$ cat src/rtl/emif_csr_mb_pkg.sv
// emif_csr_mb_pkg: register map, event-field layout and DFH identity shared by the EMIF CSR block
package emif_csr_mb_pkg;
  localparam int FIELD_W = 16;
  localparam logic [3:0]  DFH_TYPE        = 4'h3;
  localparam logic [11:0] DFH_FEATURE_ID  = 12'h009;
  localparam logic [3:0]  DFH_FEATURE_REV = 4'h1;
  // register offsets expressed as 64-bit word index (byte address bits [11:3])
  localparam logic [8:0] REG_DFH         = 9'h000;
  localparam logic [8:0] REG_STAT        = 9'h001;
  localparam logic [8:0] REG_CTRL        = 9'h002;
  localparam logic [8:0] REG_EVENT       = 9'h003;
  localparam logic [8:0] REG_EVENT_MASK  = 9'h004;
  localparam logic [8:0] REG_CAL_TIMEOUT = 9'h005;
  typedef struct packed {
    logic [FIELD_W-1:0] cal_timeout;
    logic [FIELD_W-1:0] fail_rise;
    logic [FIELD_W-1:0] cal_lost;
  } evt_t;
  function automatic logic [63:0] byte_mask(input logic [7:0] be);
    for (int b = 0; b < 8; b++) byte_mask[b*8 +: 8] = {8{be[b]}};
  endfunction
endpackage

$ cat src/rtl/emif_csr_mb_if.sv
// emif_csr_mb_if: flat CSR request/response bus between the AXI CSR adapter and feature blocks
interface emif_csr_mb_if;
  logic        write;
  logic [19:0] waddr;
  logic [63:0] wdata;
  logic [7:0]  wstrb;
  logic        read;
  logic [19:0] raddr;
  logic        read_32b;
  logic [63:0] readdata;
  logic        readdata_valid;
  modport master (output write, waddr, wdata, wstrb, read, raddr, read_32b,
                  input  readdata, readdata_valid);
  modport slave  (input  write, waddr, wdata, wstrb, read, raddr, read_32b,
                  output readdata, readdata_valid);
endinterface

$ cat src/rtl/emif_cal_watchdog.sv
// emif_cal_watchdog: restartable saturating counter that flags banks still uncalibrated at the timeout
module emif_cal_watchdog #(
  parameter int NUM_BANKS = 4
) (
  input  logic                 clk,
  input  logic                 rst_n,
  input  logic                 restart_i,
  input  logic [31:0]          timeout_i,
  input  logic [NUM_BANKS-1:0] success_i,
  input  logic [NUM_BANKS-1:0] failure_i,
  output logic [NUM_BANKS-1:0] fire_o
);
  logic [31:0]          cnt_q, cnt_d;
  logic [NUM_BANKS-1:0] fired_q, fired_d;
  logic                 hit;
  // fired_q stops a saturated counter sitting on the timeout value from refiring
  always_comb begin
    hit     = !restart_i && timeout_i != 32'd0 && cnt_q == timeout_i;
    fire_o  = hit ? ~success_i & ~failure_i & ~fired_q : '0;
    cnt_d   = restart_i ? 32'd0 : (&cnt_q ? cnt_q : cnt_q + 32'd1);
    fired_d = restart_i ? '0 : fired_q | fire_o;
  end
  always_ff @(posedge clk) begin
    if (!rst_n) begin
      cnt_q   <= '0;
      fired_q <= '0;
    end else begin
      cnt_q   <= cnt_d;
      fired_q <= fired_d;
    end
  end
endmodule

$ cat src/rtl/fim_resync.sv
// fim_resync: multi-flop synchroniser for asynchronous level inputs
module fim_resync #(
  parameter int SYNC_CHAIN_LENGTH = 2,
  parameter int WIDTH             = 1
) (
  input  logic             clk,
  input  logic             rst_n,
  input  logic [WIDTH-1:0] d_i,
  output logic [WIDTH-1:0] q_o
);
  logic [WIDTH-1:0] sync_q [SYNC_CHAIN_LENGTH];
  always_ff @(posedge clk) begin
    if (!rst_n) begin
      for (int s = 0; s < SYNC_CHAIN_LENGTH; s++) sync_q[s] <= '0;
    end else begin
      sync_q[0] <= d_i;
      for (int s = 1; s < SYNC_CHAIN_LENGTH; s++) sync_q[s] <= sync_q[s-1];
    end
  end
  assign q_o = sync_q[SYNC_CHAIN_LENGTH-1];
endmodule

$ cat src/rtl/emif_csr_mb.sv
// emif_csr_mb: EMIF feature CSRs - synchronised calibration status, sticky events, watchdog and interrupt
module emif_csr_mb
  import emif_csr_mb_pkg::*;
#(
  parameter int          NUM_BANKS           = 4,
  parameter logic        END_OF_LIST         = 1'b0,
  parameter logic [23:0] NEXT_DFH_OFFSET     = 24'h05_0000,
  parameter logic [31:0] CAL_TIMEOUT_DEFAULT = 32'd50_000_000,
  parameter int          SYNC_STAGES         = 3
) (
  input  logic                 clk,
  input  logic                 rst_n,
  emif_csr_mb_if.slave         bus,
  input  logic [NUM_BANKS-1:0] emif_cal_success_i,
  input  logic [NUM_BANKS-1:0] emif_cal_failure_i,
  input  logic [NUM_BANKS-1:0] emif_clear_busy_i,
  output logic [NUM_BANKS-1:0] emif_chkr_clear_n_o,
  output logic                 emif_irq_o
);
  localparam logic [15:0] BANK_M = 16'((32'd1 << NUM_BANKS) - 32'd1);
  localparam logic [47:0] EVT_M  = {3{BANK_M}};
  localparam logic [63:0] DFH    = {DFH_TYPE, 8'h0, 4'h0, 7'h0, END_OF_LIST, NEXT_DFH_OFFSET,
                                    DFH_FEATURE_REV, DFH_FEATURE_ID};
  logic [NUM_BANKS-1:0] succ_s, fail_s, busy_s, tmo_fire;
  logic [NUM_BANKS-1:0] succ_prev_q, fail_prev_q, ctrl_q, ctrl_d;
  evt_t                 evt_q, evt_d, evt_set;
  logic [47:0]          mask_q, mask_d;
  logic [31:0]          tmo_q, tmo_d;
  logic                 irq_q, irq_d, wr_ok, tmo_wr;
  logic [8:0]           wr_idx, rd_idx_q;
  logic [63:0]          wm, wclr, rsel, rdata_d, rdata_q;
  logic                 rd1_q, rd_ok_q, rd32_q, rdhi_q, valid_q;
  logic                 unused_ok;
  fim_resync #(.SYNC_CHAIN_LENGTH(SYNC_STAGES), .WIDTH(3*NUM_BANKS)) u_sync (
    .clk(clk), .rst_n(rst_n),
    .d_i({emif_clear_busy_i, emif_cal_failure_i, emif_cal_success_i}),
    .q_o({busy_s, fail_s, succ_s})
  );
  emif_cal_watchdog #(.NUM_BANKS(NUM_BANKS)) u_wdog (
    .clk(clk), .rst_n(rst_n), .restart_i(tmo_wr), .timeout_i(tmo_q),
    .success_i(succ_s), .failure_i(fail_s), .fire_o(tmo_fire)
  );
  // wclr doubles as the RW write-data term: wdata restricted to enabled byte lanes
  always_comb begin
    wm      = byte_mask(bus.wstrb);
    wclr    = bus.wdata & wm;
    wr_ok   = bus.write && bus.waddr[19:12] == 8'h0;
    wr_idx  = bus.waddr[11:3];
    tmo_wr  = wr_ok && wr_idx == REG_CAL_TIMEOUT;
    evt_set = '0;
    evt_set.cal_lost    = 16'(succ_prev_q & ~succ_s);
    evt_set.fail_rise   = 16'(~fail_prev_q & fail_s);
    evt_set.cal_timeout = 16'(tmo_fire);
    ctrl_d  = wr_ok && wr_idx == REG_CTRL ? ctrl_q & ~wclr[NUM_BANKS-1:0] : ctrl_q;
    evt_d   = (evt_q & ~(wr_ok && wr_idx == REG_EVENT ? wclr[47:0] : 48'h0)) | evt_set;
    mask_d  = wr_ok && wr_idx == REG_EVENT_MASK ? ((mask_q & ~wm[47:0]) | wclr[47:0]) & EVT_M : mask_q;
    tmo_d   = tmo_wr ? (tmo_q & ~wm[31:0]) | wclr[31:0] : tmo_q;
    irq_d   = |(evt_q & mask_q);
    rsel    = !rd_ok_q                      ? 64'h0 :
              rd_idx_q == REG_DFH         ? DFH :
              rd_idx_q == REG_STAT        ? {16'h0, 16'(busy_s), 16'(fail_s), 16'(succ_s)} :
              rd_idx_q == REG_CTRL        ? 64'(ctrl_q) :
              rd_idx_q == REG_EVENT       ? {16'h0, evt_q} :
              rd_idx_q == REG_EVENT_MASK  ? {16'h0, mask_q} :
              rd_idx_q == REG_CAL_TIMEOUT ? {32'h0, tmo_q} : 64'h0;
    rdata_d = !rd32_q ? rsel : rdhi_q ? {rsel[63:32], 32'h0} : {32'h0, rsel[31:0]};
  end
  always_ff @(posedge clk) begin
    if (!rst_n) begin
      succ_prev_q <= '0;
      fail_prev_q <= '0;
      ctrl_q      <= '1;
      evt_q       <= '0;
      mask_q      <= '0;
      tmo_q       <= CAL_TIMEOUT_DEFAULT;
      irq_q       <= 1'b0;
      rd1_q       <= 1'b0;
      rd_ok_q     <= 1'b0;
      rd_idx_q    <= '0;
      rd32_q      <= 1'b0;
      rdhi_q      <= 1'b0;
      valid_q     <= 1'b0;
      rdata_q     <= '0;
    end else begin
      succ_prev_q <= succ_s;
      fail_prev_q <= fail_s;
      ctrl_q      <= ctrl_d;
      evt_q       <= evt_d;
      mask_q      <= mask_d;
      tmo_q       <= tmo_d;
      irq_q       <= irq_d;
      rd1_q       <= bus.read;
      rd_ok_q     <= bus.raddr[19:12] == 8'h0;
      rd_idx_q    <= bus.raddr[11:3];
      rd32_q      <= bus.read_32b;
      rdhi_q      <= bus.raddr[2];
      valid_q     <= rd1_q;
      rdata_q     <= rd1_q ? rdata_d : 64'h0;
    end
  end
  assign unused_ok           = ^{bus.waddr[2:0], bus.raddr[1:0], wclr[63:48]};
  assign bus.readdata        = rdata_q;
  assign bus.readdata_valid  = valid_q;
  assign emif_chkr_clear_n_o = ctrl_q;
  assign emif_irq_o          = irq_q;
endmodule

$ cat src/flat_wrapper.sv
// flat-port wrapper written by rule: the top's interface ports become plain ports
module emif_csr_mb_flat import emif_csr_mb_pkg::*;
#(
  parameter int          NUM_BANKS           = 4,
  parameter logic        END_OF_LIST         = 1'b0,
  parameter logic [23:0] NEXT_DFH_OFFSET     = 24'h05_0000,
  parameter logic [31:0] CAL_TIMEOUT_DEFAULT = 32'd50_000_000,
  parameter int          SYNC_STAGES         = 3
)
  (clk, rst_n, emif_cal_success_i, emif_cal_failure_i, emif_clear_busy_i, emif_chkr_clear_n_o, emif_irq_o, bus_write, bus_waddr, bus_wdata, bus_wstrb, bus_read, bus_raddr, bus_read_32b, bus_readdata, bus_readdata_valid);
  emif_csr_mb_if bus_i ();
  input  logic clk;
  input  logic rst_n;
  input  logic [NUM_BANKS-1:0] emif_cal_success_i;
  input  logic [NUM_BANKS-1:0] emif_cal_failure_i;
  input  logic [NUM_BANKS-1:0] emif_clear_busy_i;
  output logic [NUM_BANKS-1:0] emif_chkr_clear_n_o;
  output logic emif_irq_o;
  input wire logic [$bits(bus_i.write)-1:0] bus_write;
  input wire logic [$bits(bus_i.waddr)-1:0] bus_waddr;
  input wire logic [$bits(bus_i.wdata)-1:0] bus_wdata;
  input wire logic [$bits(bus_i.wstrb)-1:0] bus_wstrb;
  input wire logic [$bits(bus_i.read)-1:0] bus_read;
  input wire logic [$bits(bus_i.raddr)-1:0] bus_raddr;
  input wire logic [$bits(bus_i.read_32b)-1:0] bus_read_32b;
  output wire logic [$bits(bus_i.readdata)-1:0] bus_readdata;
  output wire logic [$bits(bus_i.readdata_valid)-1:0] bus_readdata_valid;
  assign bus_i.write = bus_write;
  assign bus_i.waddr = bus_waddr;
  assign bus_i.wdata = bus_wdata;
  assign bus_i.wstrb = bus_wstrb;
  assign bus_i.read = bus_read;
  assign bus_i.raddr = bus_raddr;
  assign bus_i.read_32b = bus_read_32b;
  assign bus_readdata = bus_i.readdata;
  assign bus_readdata_valid = bus_i.readdata_valid;
  emif_csr_mb #(.NUM_BANKS(NUM_BANKS), .END_OF_LIST(END_OF_LIST), .NEXT_DFH_OFFSET(NEXT_DFH_OFFSET), .CAL_TIMEOUT_DEFAULT(CAL_TIMEOUT_DEFAULT), .SYNC_STAGES(SYNC_STAGES)) u_core (.clk(clk), .rst_n(rst_n), .bus(bus_i), .emif_cal_success_i(emif_cal_success_i), .emif_cal_failure_i(emif_cal_failure_i), .emif_clear_busy_i(emif_clear_busy_i), .emif_chkr_clear_n_o(emif_chkr_clear_n_o), .emif_irq_o(emif_irq_o));
endmodule
$ cat config.mk
export PLATFORM = sky130hd
export DESIGN_NAME = emif_csr_mb_flat
export DESIGN_NICKNAME = d
export VERILOG_FILES = /design/src/rtl/emif_csr_mb_pkg.sv /design/src/rtl/emif_csr_mb_if.sv /design/src/rtl/emif_cal_watchdog.sv /design/src/rtl/fim_resync.sv /design/src/rtl/emif_csr_mb.sv /design/src/flat_wrapper.sv
export SDC_FILE = /design/constraint.sdc
export NUM_CORES = 1
export LEC_CHECK = 0
export BUFFER_PORTS_ARGS = -buffer_cell sky130_fd_sc_hd__clkbuf_2
export CORE_MARGIN = 3
export CORE_UTILIZATION = 49
export DETAILED_ROUTE_END_ITERATION = 12
export MAX_ROUTING_LAYER = met4
export PLACE_DENSITY_LB_ADDON = 0.2
export SYNTH_ARGS = -nofsm -noshare
export SYNTH_HDL_FRONTEND = slang
export SYNTH_SLANG_ARGS = --single-unit
export TNS_END_PERCENT = 30
$ cat constraint.sdc
create_clock -name clk -period 2 [get_ports clk]
set_input_delay 0.2 -clock clk [delete_from_list [all_inputs] [get_ports clk]]
set_output_delay 0.2 -clock clk [all_outputs]
set_load 0.005 [all_outputs]
==> impl_metrics.py <==
metrics = {
    "synth": {
        "seq_area_frac_synth_pct": 51.5,
        "synth_warnings": 0,
        "yosysUniqueCellTypes": 63,
        "synthFlopType": "dfxtp_1",
        "yosys.area.top_type": "dfxtp_1",
        "ys_ff_latch": 240,
        "synth-edff-count": 0,
        "ys_top_cells_by_area": "dfxtp_1 (51%), nand2_1 (5.3%), and2_1 (4.8%)",
        "synth.avg_cell_area_um2": 9.30,
        "synthArstFlopShare_pct": 0,
        "syn_inst": 1003,
        "synthesis.area_um2": 9330,
        "synth_top_area_share_pct": 51.5,
    },
    "timing": {
        "worst_slew_pin_slew_ns": 0.814,
        "hold_viol_final": 0,
        "clock.fmax_mhz": 537,
        "slew-limit-headroom_pct": 45.8,
        "fin_ws_ns": 0.138,
        "setup_viol": 0,
        "slew_viol_final": 0,
        "hold_slack_ns": 0.0150,
        "min_period_ns": 1.86,
        "rsz0062_at_grt": "false",
        "tns_ns": 0,
        "fin_skew_ns": 0.0113,
        "fin_crit_sh_pct": 93.1,
    },
    "pwr": {
        "power_density_nw_per_um2": 814,
        "irDropWorstVdd_uv": 727,
        "p_leak_nw": 5.12,
    },
    "route": {
        "highest_layer": "met4",
        "wl_met2_um": 12800,
        "drt_wl_total_um": 25600,
        "first_pass_iters": 5,
        "met3_length_um": 1240,
        "drt-initial-drc-count": 564,
        "wl_per_cell_um": 16.8,
        "vias": 8148,
        "final_antenna_net_count": 0,
        "wl_met1_um": 10700,
        "route.detailed.drc": 0,
        "viasPerCell": 5.33,
    },
    "worst_setup_path": {
        "worstSetupPathType": "register to register",
        "start_kind": "register",
        "r2r-start": "u_core.u_wdog.cnt_q[1]",
        "r2r-end": "u_core.u_wdog.cnt_q[27]",
        "r2r_slack_ns": 0.14,
        "cp_max_fo": 7,
        "cp.required_ns": 2.45,
        "reg2reg_depth": 7,
        "crit_path_end_kind": "register",
        "cp.arrival_ns": 2.31,
    },
    "flow_run": {
        "drv_cap": 0,
    },
    "placed_design": {
        "io_buffer_count": 161,
        "placed_area_um2": 10700,
        "place_ws_ns": -0.0229,
        "dpl.hpwl_um": 17800,
        "dp.cells": 1406,
        "routabilityCongestion": 0.967,
    },
    "die": {
        "initial_core_util_pct": 50.9,
        "dieArea_um2": 20700,
        "core_area_um2": 18300,
        "die_w_um": 144,
        "io_pins": 199,
        "die_h_um": 144,
        "rows": 49,
    },
    "worst_hold_path": {
        "hold_start": "rst_n",
        "hp-class": "input pin to register",
        "holdPathStages": 2,
        "hold_end": "u_core.bus.readdata_valid",
    },
    "cells_and_area": {
        "fin_area_um2": 12400,
        "fin_cells": 1529,
        "fillers": 1440,
        "n_antenna_cell": 0,
        "regArea_um2": 4810,
        "area_delta_synth_final_pct": 32.6,
        "multi_input_area_um2": 4220,
        "drive_gt1_share_pct": 22.7,
        "fin_nets": 1411,
    },
    "clock_network": {
        "cts_max_level": 1,
        "clkTransAtPathRegs_ns": 0.06,
        "clk_latency_ns": 0.52,
        "root_buffer": "clkbuf_16",
        "cts_buffers": 25,
        "cts_buffer_depth": 3,
        "cts_tree": "done",
        "clock-sinks": 240,
        "post_cts_buffers": 0,
    },
    "global_routing": {
        "grt_max_degree": 116,
        "grt_pass1_wl_um": 40200,
        "antenna_found_initial": 0,
        "grt-ovfl-total": 0,
        "grtUsageTotal_pct": 24.8,
        "grt_pass1_vias": 7956,
    },
    "status": {
        "status": "finished clean",
    },
}
## what timing repair did
action	in CTS	in global routing
hold buffers	77	0
endpoints found under the hold margin	111	0
resized for setup	0	0
## layer usage
layer,vias up,track usage [%]
met5,-,-
li1,4013,-
met1,3789,29.7
met2,280,43.3
met4,0,8.42
met3,66,3.08
## cells in the final DEF (no fill, tap or decap), types with 5 or more instances in the layout
cell type / n
clkbuf_2: 160
and2_1: 72
conb_1: 14
and4_1: 8
a21oi_1: 71
dlygate4sd3_1: 77
dfxtp_1: 238
xnor2_1: 46
nand2_1: 132
clkbuf_16: 25
mux2i_1: 34
nand4_1: 24
clkinv_2: 5
nor2b_1: 5
nor4_1: 18
nor2_1: 77
clkbuf_8: 6
o21ai_0: 14
nand3_1: 22
inv_1: 13
a221oi_1: 5
nor3_1: 10
buf_4: 60
buf_12: 6
a21o_1: 14
o21ai_1: 10
a31oi_1: 5
and3_1: 11
or3_1: 12
a22oi_1: 27
## worst max-delay path by stage
stage | to | slack, ns | start | cells past startpoint
after detailed placement | u_core.evt_q[2] | -0.02 | bus_waddr[13] | 6
after global placement | u_core.u_wdog.fired_q[1] | 0.04 | bus_write | 7
after floorplan | u_core.u_wdog.cnt_q[3] | 0.1 | u_core.u_wdog.cnt_q[9] | 6
final | u_core.u_wdog.cnt_q[27] | 0.14 | u_core.u_wdog.cnt_q[1] | 7
after global routing | u_core.u_wdog.cnt_q[2] | 0.007 | u_core.u_wdog.cnt_q[1] | 7
after CTS | u_core.u_wdog.cnt_q[2] | 0.16 | u_core.u_wdog.cnt_q[1] | 7
## logic make-up after synthesis
family                     count (synthesis)  synth area share, %
AOI/OAI and AO/OA                        189                 13.3
xor gates and xnor gates                  47                 4.41
adders and majority gates                  1                0.134
buffers and inverters                     78                 4.04
DFF                                      240                 51.5
muxes                                     36                 3.89
other                                      1               0.0402
and+or+nand+nor                          411                 22.7
## final cells by class
cell class,count,area share [%]
Sequential cell,240,38.9
Multi-Input combinational cell,698,34.1
Timing Repair Buffer,303,17.3
Clock buffer,33,5.79
Tap cell,229,2.32
Clock inverter,13,1.13
Inverter,13,0.394
## cell usage after synthesis, types with 11 or more instances
cell type,count
mux2i_1,34
nor3_1,12
a21oi_1,71
or3_1,12
a22oi_1,27
and2_1,72
nand3_1,22
xnor2_1,46
o21ai_0,14
nor2_1,77
nand4_1,24
nand2_1,132
clkbuf_1,34
a21o_1,14
nor4_1,18
buf_4,15
inv_1,13
dfxtp_1,240
and3_1,11
## stage by stage
| step | power [mW] | utilization [%] |
|---|---|---|
| after floorplan | 5.16 | - |
| after global placement | 5.34 | 58.6 |
| after detailed placement | 5.35 | 58.6 |
| after CTS | 10.1 | 67.5 |
| after global routing | 10.4 | 67.5 |
| final | 10.1 | 67.5 |
## report_power, final
group	switching (mW)	total (mW)	internal [mW]
registers	0.0330	4.87	4.83
logic	0.238	0.501	0.262
clock network	1.91	4.70	2.79
total	2.18	10.1	7.89
## worst max-delay path, cell delays in order (launching register included)
cell      delay, ns
dfxtp_4        0.38
ha_4           0.13
nand4_1        0.09
or4_4          0.51
o211ai_2       0.33
buf_4          0.18
o21ai_1        0.05
a21oi_1        0.13
Note: power is estimated with default switching activity, not from simulation.
